`src/rtl/pc_unit_if.sv`:
```
// Fetch-PC control bundle: redirect requests from ID/EX/exception logic in, PC state out.
// The master drives the redirects; the slave (pc_unit) drives the PC and RAS status.
interface pc_unit_if #(
  parameter int PC_WIDTH = 6
);
  logic                pc_write;
  logic                br_taken;
  logic [PC_WIDTH-1:0] br_target;
  logic                jump;
  logic                call;
  logic [PC_WIDTH-1:0] jump_target;
  logic                ret;
  logic                exc_req;
  logic                eret;
  logic [PC_WIDTH-1:0] pc_out;
  logic [PC_WIDTH-1:0] pc_next;
  logic [PC_WIDTH-1:0] epc_out;
  logic                in_exc;
  logic                ras_empty;
  logic                ras_full;
  logic                ras_err;

  modport master (
    output pc_write, br_taken, br_target, jump, call, jump_target, ret, exc_req, eret,
    input  pc_out, pc_next, epc_out, in_exc, ras_empty, ras_full, ras_err
  );

  modport slave (
    input  pc_write, br_taken, br_target, jump, call, jump_target, ret, exc_req, eret,
    output pc_out, pc_next, epc_out, in_exc, ras_empty, ras_full, ras_err
  );
endinterface

```
`src/rtl/pc_unit.sv`:
```
// Fetch PC with branch/jump/call/return, return-address stack and exception entry/return.
// Redirects take effect one edge after sampling; pc_write=0 holds all state unless an exception is accepted.
module pc_unit #(
  parameter int                  PC_WIDTH     = 6,
  parameter int                  RAS_DEPTH    = 4,
  parameter logic [PC_WIDTH-1:0] RESET_VECTOR = '0,
  parameter logic [PC_WIDTH-1:0] EXC_VECTOR   = 6'h3C
) (
  input  logic   clk,
  input  logic   rst,
  pc_unit_if.slave bus
);

  localparam int                 PTR_W   = $clog2(RAS_DEPTH);
  localparam int                 CNT_W   = PTR_W + 1;
  localparam logic [CNT_W-1:0]   CNT_MAX = CNT_W'(RAS_DEPTH);

  typedef enum logic {NORMAL, IN_EXC} state_t;

  state_t              state_q, state_d;
  logic [PC_WIDTH-1:0] pc_q, pc_d;
  logic [PC_WIDTH-1:0] epc_q, epc_d;
  logic [PTR_W-1:0]    top_q, top_d;
  logic [CNT_W-1:0]    cnt_q, cnt_d;
  logic                ras_err_q, ras_err_d;
  logic [PC_WIDTH-1:0] ras_q [RAS_DEPTH];
  logic [PC_WIDTH-1:0] ras_d [RAS_DEPTH];

  logic [PC_WIDTH-1:0] pc_inc;
  logic                ras_empty;
  logic                ras_full;
  logic                exc_acc;
  logic                eret_acc;

  assign pc_inc    = pc_q + PC_WIDTH'(1);
  assign ras_empty = (cnt_q == '0);
  assign ras_full  = (cnt_q == CNT_MAX);
  assign exc_acc   = bus.exc_req && (state_q == NORMAL);
  assign eret_acc  = bus.eret && (state_q == IN_EXC);

  always_comb begin
    state_d   = state_q;
    pc_d      = pc_q;
    epc_d     = epc_q;
    top_d     = top_q;
    cnt_d     = cnt_q;
    ras_d     = ras_q;
    ras_err_d = 1'b0;
    if (exc_acc) begin
      pc_d    = EXC_VECTOR;
      epc_d   = pc_q;
      state_d = IN_EXC;
    end else if (bus.pc_write) begin
      if (eret_acc) begin
        pc_d    = epc_q;
        state_d = NORMAL;
      end else if (bus.ret) begin
        // Underflow falls through to the sequential PC rather than a stale entry.
        if (ras_empty) begin
          pc_d      = pc_inc;
          ras_err_d = 1'b1;
        end else begin
          pc_d  = ras_q[top_q];
          top_d = top_q - PTR_W'(1);
          cnt_d = cnt_q - CNT_W'(1);
        end
      end else if (bus.call) begin
        pc_d                        = bus.jump_target;
        top_d                       = top_q + PTR_W'(1);
        ras_d[top_q + PTR_W'(1)]    = pc_inc;
        // When full, top+1 is the oldest slot, so the push overwrites it in place.
        if (ras_full) ras_err_d = 1'b1;
        else          cnt_d     = cnt_q + CNT_W'(1);
      end else if (bus.jump) begin
        pc_d = bus.jump_target;
      end else if (bus.br_taken) begin
        pc_d = bus.br_target;
      end else begin
        pc_d = pc_inc;
      end
    end
  end

  always_ff @(posedge clk) begin
    if (rst) begin
      state_q   <= NORMAL;
      pc_q      <= RESET_VECTOR;
      epc_q     <= '0;
      top_q     <= '0;
      cnt_q     <= '0;
      ras_err_q <= 1'b0;
    end else begin
      state_q   <= state_d;
      pc_q      <= pc_d;
      epc_q     <= epc_d;
      top_q     <= top_d;
      cnt_q     <= cnt_d;
      ras_err_q <= ras_err_d;
    end
  end

  // Entries beyond the count are never read, so the storage needs no reset.
  always_ff @(posedge clk) begin
    ras_q <= ras_d;
  end

  assign bus.pc_out    = pc_q;
  assign bus.pc_next   = pc_d;
  assign bus.epc_out   = epc_q;
  assign bus.in_exc    = (state_q == IN_EXC);
  assign bus.ras_empty = ras_empty;
  assign bus.ras_full  = ras_full;
  assign bus.ras_err   = ras_err_q;

endmodule

```
`src/flat_wrapper.sv`:
```
// flat-port wrapper written by rule: the top's interface ports become plain ports
module pc_unit_flat 
#(
  parameter int                  PC_WIDTH     = 6,
  parameter int                  RAS_DEPTH    = 4,
  parameter logic [PC_WIDTH-1:0] RESET_VECTOR = '0,
  parameter logic [PC_WIDTH-1:0] EXC_VECTOR   = 6'h3C
)
  (clk, rst, bus_pc_write, bus_br_taken, bus_br_target, bus_jump, bus_call, bus_jump_target, bus_ret, bus_exc_req, bus_eret, bus_pc_out, bus_pc_next, bus_epc_out, bus_in_exc, bus_ras_empty, bus_ras_full, bus_ras_err);
  pc_unit_if #(.PC_WIDTH(PC_WIDTH)) bus_i ();
  input  logic clk;
  input  logic rst;
  input wire logic [$bits(bus_i.pc_write)-1:0] bus_pc_write;
  input wire logic [$bits(bus_i.br_taken)-1:0] bus_br_taken;
  input wire logic [$bits(bus_i.br_target)-1:0] bus_br_target;
  input wire logic [$bits(bus_i.jump)-1:0] bus_jump;
  input wire logic [$bits(bus_i.call)-1:0] bus_call;
  input wire logic [$bits(bus_i.jump_target)-1:0] bus_jump_target;
  input wire logic [$bits(bus_i.ret)-1:0] bus_ret;
  input wire logic [$bits(bus_i.exc_req)-1:0] bus_exc_req;
  input wire logic [$bits(bus_i.eret)-1:0] bus_eret;
  output wire logic [$bits(bus_i.pc_out)-1:0] bus_pc_out;
  output wire logic [$bits(bus_i.pc_next)-1:0] bus_pc_next;
  output wire logic [$bits(bus_i.epc_out)-1:0] bus_epc_out;
  output wire logic [$bits(bus_i.in_exc)-1:0] bus_in_exc;
  output wire logic [$bits(bus_i.ras_empty)-1:0] bus_ras_empty;
  output wire logic [$bits(bus_i.ras_full)-1:0] bus_ras_full;
  output wire logic [$bits(bus_i.ras_err)-1:0] bus_ras_err;
  assign bus_i.pc_write = bus_pc_write;
  assign bus_i.br_taken = bus_br_taken;
  assign bus_i.br_target = bus_br_target;
  assign bus_i.jump = bus_jump;
  assign bus_i.call = bus_call;
  assign bus_i.jump_target = bus_jump_target;
  assign bus_i.ret = bus_ret;
  assign bus_i.exc_req = bus_exc_req;
  assign bus_i.eret = bus_eret;
  assign bus_pc_out = bus_i.pc_out;
  assign bus_pc_next = bus_i.pc_next;
  assign bus_epc_out = bus_i.epc_out;
  assign bus_in_exc = bus_i.in_exc;
  assign bus_ras_empty = bus_i.ras_empty;
  assign bus_ras_full = bus_i.ras_full;
  assign bus_ras_err = bus_i.ras_err;
  pc_unit #(.PC_WIDTH(PC_WIDTH), .RAS_DEPTH(RAS_DEPTH), .RESET_VECTOR(RESET_VECTOR), .EXC_VECTOR(EXC_VECTOR)) u_core (.clk(clk), .rst(rst), .bus(bus_i));
endmodule
```
`config.mk`:
```
export PLATFORM = sky130hd
export DESIGN_NAME = pc_unit_flat
export DESIGN_NICKNAME = d
export VERILOG_FILES = /design/src/rtl/pc_unit_if.sv /design/src/rtl/pc_unit.sv /design/src/flat_wrapper.sv
export SDC_FILE = /design/constraint.sdc
export NUM_CORES = 1
export LEC_CHECK = 0
export BUFFER_PORTS_ARGS = -buffer_cell sky130_fd_sc_hd__buf_4
export CAP_MARGIN = 0
export CORE_MARGIN = 2
export CORE_UTILIZATION = 30
export DETAILED_ROUTE_END_ITERATION = 16
export PLACE_DENSITY = 0.5
export SLEW_MARGIN = 20
export SYNTH_ARGS = -nofsm -noshare
export SYNTH_HDL_FRONTEND = slang
export SYNTH_SLANG_ARGS = --single-unit
```
`constraint.sdc`:
```
create_clock -name clk -period 2.47 [get_ports clk]
set_input_delay 0 -clock clk [delete_from_list [all_inputs] [get_ports clk]]
set_output_delay 0 -clock clk [all_outputs]
set_load 0.01 [all_outputs]
```
* Word level (Yosys, flattened, before mapping) *
Cells that the tools add are included.

storage, ports and cells
  bits of input ports = 21
  word-level logic and storage cells = 68
  flip-flop bits (word level) = 43
  memories kept = 0
  ROM bits = 0
  memory bits (writable) = 0
  latch bits = 0

cells by class
  $add $sub $neg = 5
  $mul = 0
  bitwise logic cells = 7
  eq/ne operators = 3
  div/mod/pow operators = 0
  $lt $le $gt $ge = 3
  reduce and logical (&&, ||, !) cells = 12
  shift-type cells = 0
  mux-type cells = 28

operators by type and width
  kind                 number
  $mux 6               11
  $bwmux 24            1
  $bmux 6 s2           1
  $demux 6 s2          1
  $mux 3               4
  $reduce_and 5->1     2
  $mux 1               7
  $add 6x1->6 const B  1
  $ge 3x3->1 const B   2
  $mux 2               3
  $not 2->3            2
  $reduce_and 6->1     1
  $reduce_bool 2->1    3
  $not 1->1            5
  $ne 2x2->1 const B   2
  $reduce_or 4->1      1
  $add 3x1->3 const B  1
  $eq 3x3->1 const B   1
  $logic_and 1x1->1    3
  $logic_not 3->1      1
  $lt 3x1->1 const B   1
  $sub 3x1->3 const B  1
  $add 2x1->2 const B  1
  $reduce_and 2->1     1
  $sub 2x1->2 const B  1

* Logic depth before layout (Yosys ltp) *
Gate-level depths: netlist of the first run.

  word-level depth = 9
  gate-level depth with buffers = 7
  mapped depth without buffers = 6

* Worst setup path after synthesis of the first run *
OpenSTA, ideal clock, no wires.

  path kind = register to register
  start = register u_core.state_q (netlist: u_core.bus.in_exc)
  end = register u_core.ras_q[0] (netlist bit) (enable)
  clock period less this slack = 1764 ps
  required time = 2150 ps
  buffers on the path = 1
  arrival time = 1444 ps
  path slack = 706 ps
  stages on the path, launching flop included = 6
  setup time = 320 ps
  path through = dfxtp_1 buf_2 mux2i_1 nand2_1 nor3b_1 and2_1

between the ends
  cells in the longest elaborated chain, start to end = 4
  elaborated cells between the ends (all ways) = 6
  those cells by class = bitwise: 3; reduce/logical: 3

ends and longest elaborated chain
  what                            RTL line        RTL
  start: declaration              pc_unit.sv:20   state_t state_q, state_d;
  start signal: assignment        pc_unit.sv:93   state_q <= state_d;
  $not 1->1                       pc_unit.sv:38   assign exc_acc = bus.exc_req && (state_q == NORMAL);
  $logic_and 1x1->1               pc_unit.sv:38
  $not 1->1 (no line)             -
  $reduce_and 5->1 (no line) (*)  -
  end signal: assignment          pc_unit.sv:104  ras_q <= ras_d;
  end: declaration                pc_unit.sv:26   logic [PC_WIDTH-1:0] ras_q [RAS_DEPTH];

Mark *: on every way between the ends. The rest lies on a longest branch, timed or not.
A chain may end at the register's enable or synchronous reset.

* Worst setup path after layout of the first run *
  start = register u_core.pc_q[0] (netlist: u_core.bus.pc_out[0])
  end = output bus_pc_next[2]

between the ends
  cells in the longest elaborated chain, start to end = 8
  elaborated cells between the ends (all ways) = 9
  those cells by class = add/sub: 1; mux: 8

ends and longest elaborated chain
  what                        RTL line            RTL
  start: declaration          pc_unit.sv:21       logic [PC_WIDTH-1:0] pc_q, pc_d;
  start signal: assignment    pc_unit.sv:94       pc_q <= pc_d;
  $add 6x1->6 (*)             pc_unit.sv:35       assign pc_inc = pc_q + PC_WIDTH'(1);
  named net u_core.pc_inc[2]  pc_unit.sv:29       logic [PC_WIDTH-1:0] pc_inc;
  $mux 6                      pc_unit.sv:76       end else if (bus.br_taken) begin
  $mux 6                      pc_unit.sv:74       end else if (bus.jump) begin
  $mux 6                      pc_unit.sv:67       end else if (bus.call) begin
  $mux 6 (*)                  pc_unit.sv:57       end else if (bus.ret) begin
  $mux 6 (*)                  pc_unit.sv:54       if (eret_acc) begin
  $mux 6 (*)                  pc_unit.sv:53       end else if (bus.pc_write) begin
  $mux 6 (*)                  pc_unit.sv:49       if (exc_acc) begin
  end: declaration            flat_wrapper.sv:23  output wire logic [$bits(bus_i.pc_next)-1:0] bus_pc_next;

The timed path passes the listed nets; every way through them passes the cells marked *.

==> results.cfg, run 1 <==
[route]
routed_wl_um = 6800
drt-pass1-iter-count = 4
drc = 0
vias = 1949
drtIter0Drc = 147
wl_per_cell_um = 18.3
ant_nets = 0
vias_per_cell = 5.25

[yosys]
yosysWarnings = 0
yosysSeqAreaShare_pct = 46.7
syn_nets = 256
syn_area_um2 = 2360
synth-seq-cells = 43
ys_types = 58
async_flop_share_pct = 0
syn_area_per_cell_um2 = 10.3
syn_inst = 229
synthFlopType = edfxtp_1
synth_edf_count = 24

[global_route]
grt_max_degree = 21
grt_pass1_wl_um = 10800
antenna_found_initial = 0
grt_overflow = 0
grtUsageTotal_pct = 16.9
grt_pass1_vias = 1880

[setup_path]
critPathLaunchType = flop
cp.arrival_ns = 2.31
r2r_setup_slack_ns = 0.35
cp.buffers_inverters = 1
end_kind = primary output
r2r_start = u_core.bus.in_exc
crit_family = compound AO/OA/AOI/OAI gates
r2r_end = u_core.ras_q[18]
required_ns = 2.47
crit_slowest_cell = dfxtp_1
r2r_cells = 4
crit_type = reg2out
crit_chain = ha_1 > xor2_1 > a211oi_1 > o21ai_0 > a31o_2 > buf_4
cpPeakStageDelay_ns = 0.54
crit_path_max_fanout = 9

[min_path]
hold_depth = 3
min_from = bus_exc_req
hp-class = in2reg
whs_endpoint = u_core.bus.in_exc

[cts]
htreeDepth = 2
cts_hold_buf = 0
post_cts_buffers = 0
clk_pin_slew_ns = 0.08
insertion_delay_ns = 0.30
cts_tree = built
cts_resized = 0
clock-sinks = 43
cts_root_buf = clkbuf_8
clock_path_buffers = 2
cts_buffers = 5

[finish]
finalNonFillerCells = 371
n_antenna_cell = 0
finalInstanceArea_um2 = 2850
seq_area_um2 = 1100
nets = 295
drive_above_1_share_pct = 26.4
multiInputGateArea_um2 = 1150
fill_cells = 821
area_delta_synth_final_pct = 21.1

[floorplanning]
design.core.area_um2 = 7690
die_y_um = 92.6
start_util_pct = 30.6
num_rows = 32
ios = 43
fp.dieW_um = 92.6
die-area_um2 = 8580

[place]
gp_congestion = 0.803
hpwlAfterDp_um = 4920
dp_cells = 363
port_buffers = 42
dpl_cell_area_um2 = 2770

[timing]
maxSlewViolCount = 0
tightest_slew_ns = 0.651
relSlewSlack_pct = 56.5
fin_setup_tns_ns = 0
min_period_ns = 2.31
min_period_over_period_pct = 93.6
fmax_mhz = 433
setup_viol = 0
fin_skew_ns = 0.00517
rsz0062_at_grt = false
hold_violations = 0

[power]
irDropWorstVdd_mv = 0.243
p_leak_uw = 0.00106
pwr_density_cell_nw_per_um2 = 570

[run]
drv_cap = 0

[status]
status = finished, final reports clean
[per-stage QoR]
| step | utilization [%] | hold slack (ns) | setup slack [ns] | total power [uW] |
|---|---|---|---|---|
| after CTS | 37.1 | 0.000578 | 0.214 | 1640 |
| after detailed placement | 36.0 | 0.325 | 0.397 | 1200 |
| after global routing | 37.1 | 0.0247 | 0.0997 | 1710 |
| after global placement | 36.0 | 0.322 | 0.437 | 1200 |
| final | 37.1 | 0.00964 | 0.159 | 1630 |
| after floorplan | - | 0.162 | 0.706 | 1040 |
[where the power goes]
part,internal [uW],total (uW),switching (uW)
logic,162,361,199
registers,785,822,37.1
clock network,200,445,245
[state kept, by name (all words and copies together), names as in the netlist]
name	count
u_core.ras_q	24
u_core.bus.epc_out	6
u_core.bus.pc_out	6
u_core.cnt_q	3
u_core.top_q	2
u_core.bus.in_exc	1
u_core.bus.ras_err	1
[layout make-up]
type                    count  area share, %
multi-input cells         162           40.3
well taps                 102           4.47
repair buffers             48           12.6
clock buffers               7           2.67
flip-flops and latches     43           38.6
inverters                   8           1.05
clock inverters             1          0.263
[per-layer routing]
layer | GRT usage, % | vias up | wire length, um
met1 | 24.5 | 943 | 3200
met3 | 2.93 | 6 | 454
met4 | 5.51 | 0 | 98
met2 | 25.6 | 69 | 3050
li1 | - | 931 | -
met5 | 0 | - | 0
[tightest hold or removal path, delay by kind of cell]
kind | cells | cell delay [ns]
and+or+nand+nor | 2 | 0.14
buffers and inverters | 1 | 0.14
[cell families after synthesis]
family	after synthesis	synth area share, %
and+or+nand+nor	76	17.1
DFF	43	46.7
AOI/OAI and AO/OA	65	18.8
xor gates and xnor gates	4	1.49
buffers and inverters	24	4.41
adders and majority gates	6	3.51
muxes	11	7.97
[cells in the final DEF (no fill, tap or decap), types with 5 or more instances in the layout]
cell      Yosys  layout
a31oi_1       5       5
clkbuf_8      0       5
dfxtp_1      19      19
edfxtp_1     24      24
buf_4         0      48
mux4_2        6       6
a21oi_1      17      17
nand3_1       7       7
inv_1         7       7
o21ai_0      14      14
nor2_1       13      13
nor3_1        5       5
and2_1        5       5
ha_1          5       5
nand2_1      22      22
[worst max path at each step]
stage / startpoint / to / cells after the start
2_1_floorplan: u_core.bus.in_exc / u_core.ras_q[0] / 5
3_3_place_gp: u_core.bus.in_exc / u_core.ras_q[21] / 4
3_5_place_dp: u_core.bus.in_exc / u_core.ras_q[11] / 4
4_1_cts: u_core.bus.pc_out[0] / bus_pc_next[2] / 6
5_1_grt: u_core.bus.pc_out[0] / bus_pc_next[2] / 6
6_report: u_core.bus.pc_out[0] / bus_pc_next[2] / 6
[synthesized netlist by cell type (5+ instances only)]
master,number,area (um2)
a21oi_1,17,85.1
a31oi_1,5,31.3
and2_1,5,31.3
buf_2,5,25.0
clkbuf_1,8,30.0
dfxtp_1,19,380
edfxtp_1,24,721
ha_1,5,62.6
inv_1,7,26.3
mux4_2,6,135
nand2_1,22,82.6
nand3_1,7,35.0
nor2_1,13,48.8
nor3_1,5,25.0
o21ai_0,14,70.1
Note: power is estimated with default switching activity, not from simulation.
==> run 2, diff against run 1 <==
Settings changed: BUFFER_PORTS_ARGS -buffer_cell sky130_fd_sc_hd__buf_4 to -buffer_cell sky130_fd_sc_hd__buf_2.
==> results.cfg, run 2 (same netlist as run 1, synthesis figures left out) <==
[power]
internal-power_uw = 1250
irDropWorstVdd_mv = 0.284
p_leak_uw = 0.00106
pwr_density_cell_nw_per_um2 = 625
switching_share_pct = 28.0
switchingPower_uw = 488
pwr-share-comb_pct = 18.6
pwr-share-seq_pct = 47.6
clkPwrFrac_pct = 33.8
p_total_uw = 1740

[global_route]
grt_overflow = 0
grt_max_degree = 20
antenna_found_initial = 0
grt_pass1_vias = 1911
grtUsageTotal_pct = 16.4
grt_pass1_wl_um = 10600

[timing]
setup_viol = 0
fmax_mhz = 437
min_period_ns = 2.29
tightest_slew_ns = 0.638
hold_violations = 0
rsz0062_at_grt = false
fin_skew_ns = 0.0148
maxSlewViolCount = 0
fin_setup_tns_ns = 0
relSlewSlack_pct = 57.4
timing.hold.ws_ns = 0.00853
min_period_over_period_pct = 92.6

[setup_path]
cp_num_cells = 6
r2r_start = u_core.bus.in_exc
r2r_cells = 4
r2r_end = u_core.ras_q[5]
crit_path_max_fanout = 9
critPathLaunchType = flop
crit_slowest_cell = dfxtp_1
crit_family = compound AO/OA/AOI/OAI gates
r2r_setup_slack_ns = 0.37
cp.arrival_ns = 2.29
end_kind = primary output
cpPeakStageDelay_ns = 0.56
crit_chain = ha_1 > xor2_1 > a211oi_1 > o21ai_0 > a31o_2 > buf_2
required_ns = 2.47
crit_type = reg2out
cp.buffers_inverters = 1

[finish]
top_register = u_core.ras_q
final_common_cell = buf_2
fill_cells = 806
n_antenna_cell = 0
largest_reg_flops = 24
drive_above_1_share_pct = 27.1
finalInstanceArea_um2 = 2790
nets = 295
final_cell_mix = buf_2 (42), edfxtp_1 (24), nand2_1 (22)
area_delta_synth_final_pct = 18.3
final_core_util_pct = 36.2

[cts]
cts_tree = built
insertion_delay_ns = 0.30
cts_resized = 0
clock_path_buffers = 2
cts_root_buf = clkbuf_8
clock-sinks = 43
htreeDepth = 2
cts_hold_buf = 0
post_cts_buffers = 0
clk_pin_slew_ns = 0.09
cts_buffers = 5

[floorplanning]
die-area_um2 = 8580
ios = 43
num_rows = 32
start_util_pct = 30.6
die_y_um = 92.6
design.core.area_um2 = 7690
fp.dieW_um = 92.6

[status]
status = finished, final reports clean

[place]
dpl_cell_area_um2 = 2670
hpwlAfterDp_um = 4990
port_buffers = 42
gp_congestion = 0.814

[run]
drv_cap = 0

[min_path]
hp-class = in2reg
min_from = bus_exc_req
hold_depth = 3
whs_endpoint = u_core.bus.in_exc

[route]
drt-pass1-iter-count = 4
routed_wl_um = 6670
vias = 1974
wl_per_cell_um = 18.0
drtIter0Drc = 171
ant_nets = 0
vias_per_cell = 5.32
drc = 0
==> run 2: cell count changes in the layout (fill, tap and decap cells not counted) <==
cell / change
clkinvlp_4: -1
inv_6: +1
buf_4: -42
bufinv_16: +1
clkbuf_8: +1
clkbuf_1: -2
buf_2: +42
==> run 2: tightest hold or removal path: cells and delay by family <==
kind	cells	cell delay [ns]
and+or+nand+nor	2	0.14
buffers and inverters	1	0.14
==> run 2: worst max-delay path by stage <==
stage                       to  slack, ns            startpoint
6_report        bus_pc_next[2]       0.18  u_core.bus.pc_out[0]
5_1_grt         bus_pc_next[2]       0.04  u_core.bus.pc_out[0]
4_1_cts         bus_pc_next[2]       0.19  u_core.bus.pc_out[0]
3_5_place_dp   u_core.ras_q[1]       0.43     u_core.bus.in_exc
3_3_place_gp   u_core.ras_q[7]       0.45     u_core.bus.in_exc
2_1_floorplan  u_core.ras_q[0]       0.71     u_core.bus.in_exc
==> run 2: final cells by class <==
class	instances	area [um2]	area share, %
tap	102	128	4.58
sequential	43	1100	39.5
inverter	8	30.0	1.08
clock buffer	6	82.6	2.96
timing repair buffer	48	255	9.16
multi-input combinational	162	1150	41.3
clock inverter	2	38.8	1.39
==> run 2: layer usage <==
layer	routed length, um	up-vias	share of wire, %	GRT usage, %
li1	-	934	-	-
met1	3110	966	47	23.9
met2	2940	69	44	25.2
met3	546	5	8.2	2.93
met4	72	0	1.1	4.04
met5	0	-	0	0
==> run 2: power by group through the flow <==
stage                     clock network, uW  logic, uW  registers (uW)
after floorplan                           0        214             826
after global placement                    0        322             845
after detailed placement                  0        323             845
after CTS                               603        325             829
after global routing                    628        358             834
final                                   588        324             828
==> run 2: through the flow <==
step	worst slack, ns	cells
4_1_cts	0.190	371
6_report	0.183	371
3_3_place_gp	0.450	363
3_5_place_dp	0.432	363
5_1_grt	0.0416	371
2_1_floorplan	0.706	229
==> run 3, diff against run 2 <==
Settings changed: REMOVE_ABC_BUFFERS set to 1.
==> results.cfg, run 3 (same netlist as run 1, synthesis figures left out) <==
[status]
status = finished, final reports clean

[cts]
clk_pin_slew_ns = 0.08
clock-sinks = 43
post_cts_buffers = 0
cts_hold_buf = 0
htreeDepth = 2
cts_tree = built
cts_root_buf = clkbuf_8
insertion_delay_ns = 0.29
cts_resized = 0
clock_path_buffers = 2
cts_buffers = 5

[floorplanning]
start_util_pct = 30.6
fp.dieW_um = 92.6
design.core.area_um2 = 7690
die_y_um = 92.6
ios = 43
die-area_um2 = 8580
num_rows = 32

[timing]
timing.hold.ws_ns = 0.0270
hold_violations = 0
fin_skew_ns = 0.00520
fin_setup_tns_ns = 0
min_period_over_period_pct = 86.7
setup_viol = 0
relSlewSlack_pct = 54.3
tightest_slew_ns = 0.685
fmax_mhz = 467
min_period_ns = 2.14
rsz0062_at_grt = false
maxSlewViolCount = 0

[global_route]
grtUsageTotal_pct = 16.0
grt_pass1_vias = 1907
grt_pass1_wl_um = 10600
grt_max_degree = 21
grt_overflow = 0
antenna_found_initial = 0

[finish]
top_register = u_core.ras_q
final_core_util_pct = 35.8
nets = 295
fill_cells = 823
area_delta_synth_final_pct = 16.7
final_cell_mix = buf_2 (42), edfxtp_1 (24), nand2_1 (22)
final_common_cell = buf_2
largest_reg_flops = 24
drive_above_1_share_pct = 26.8
n_antenna_cell = 0

[route]
ant_nets = 0
vias_per_cell = 5.24
drt-pass1-iter-count = 4
drtIter0Drc = 135
vias = 1945
drc = 0
wl_per_cell_um = 17.6
routed_wl_um = 6510

[setup_path]
cp.arrival_ns = 2.14
critPathLaunchType = flop
end_kind = primary output
crit_path_max_fanout = 11
required_ns = 2.47
crit_type = reg2out

[power]
p_leak_uw = 0.00104
pwr_density_cell_nw_per_um2 = 579
irDropWorstVdd_mv = 0.191

[place]
port_buffers = 42
hpwlAfterDp_um = 4860
gp_congestion = 0.808

[min_path]
hp-class = in2reg

[run]
drv_cap = 0
-- run 3: path summary, 6_finish.rpt --
path | slack, ns | from | cells past startpoint | endpoint
hold reg to reg | 0.47 | u_core.bus.epc_out[4] | 2 | u_core.bus.epc_out[4]
setup / recovery | 0.33 | u_core.bus.in_exc | 5 | bus_pc_next[4]
hold / removal | 0.03 | bus_exc_req | 3 | u_core.bus.in_exc
setup reg to reg | 0.39 | u_core.bus.in_exc | 4 | u_core.ras_q[17]
-- run 3: metal layers --
| layer | share of wire [%] | routed length [um] | vias up | GRT usage [%] |
|---|---|---|---|---|
| met4 | 1.0 | 65 | 0 | 4.41 |
| met3 | 5.4 | 352 | 5 | 2.77 |
| met1 | 48 | 3160 | 948 | 24.4 |
| met5 | 0 | 0 | - | 0 |
| li1 | - | - | 936 | - |
| met2 | 45 | 2940 | 56 | 23.3 |
-- run 3: final cells by class --
| type | count | area, um2 | area share [%] |
|---|---|---|---|
| inverters | 8 | 30.0 | 1.09 |
| clock buffers | 6 | 72.6 | 2.64 |
| multi-input cells | 162 | 1150 | 41.9 |
| well taps | 102 | 128 | 4.64 |
| clock inverters | 2 | 12.5 | 0.455 |
| flip-flops and latches | 43 | 1100 | 40.0 |
| repair buffers | 48 | 255 | 9.28 |
-- run 3: stage by stage --
stage	power, uW	cell area, um2	instances	setup WS [ns]
floorplan	1010	2280	213	0.736
global placement	1160	2670	363	0.405
detailed placement	1160	2670	363	0.384
CTS	1600	2750	371	0.302
global route	1670	2750	371	0.150
finish	1590	2750	371	0.328
-- run 3: power breakdown --
group          internal [uW]  total, uW  switching [uW]
clock                    198        446             248
sequential               785        824            38.4
combinational            135        323             189
total                   1120       1590             476
-- run 3: critical path, stage by stage (launching register included) --
cell and delay [ns]:
dfxtp_1 0.53, mux2_2 0.44, a21o_1 0.19, a2111oi_2 0.45, nor2_1 0.09, buf_2 0.15
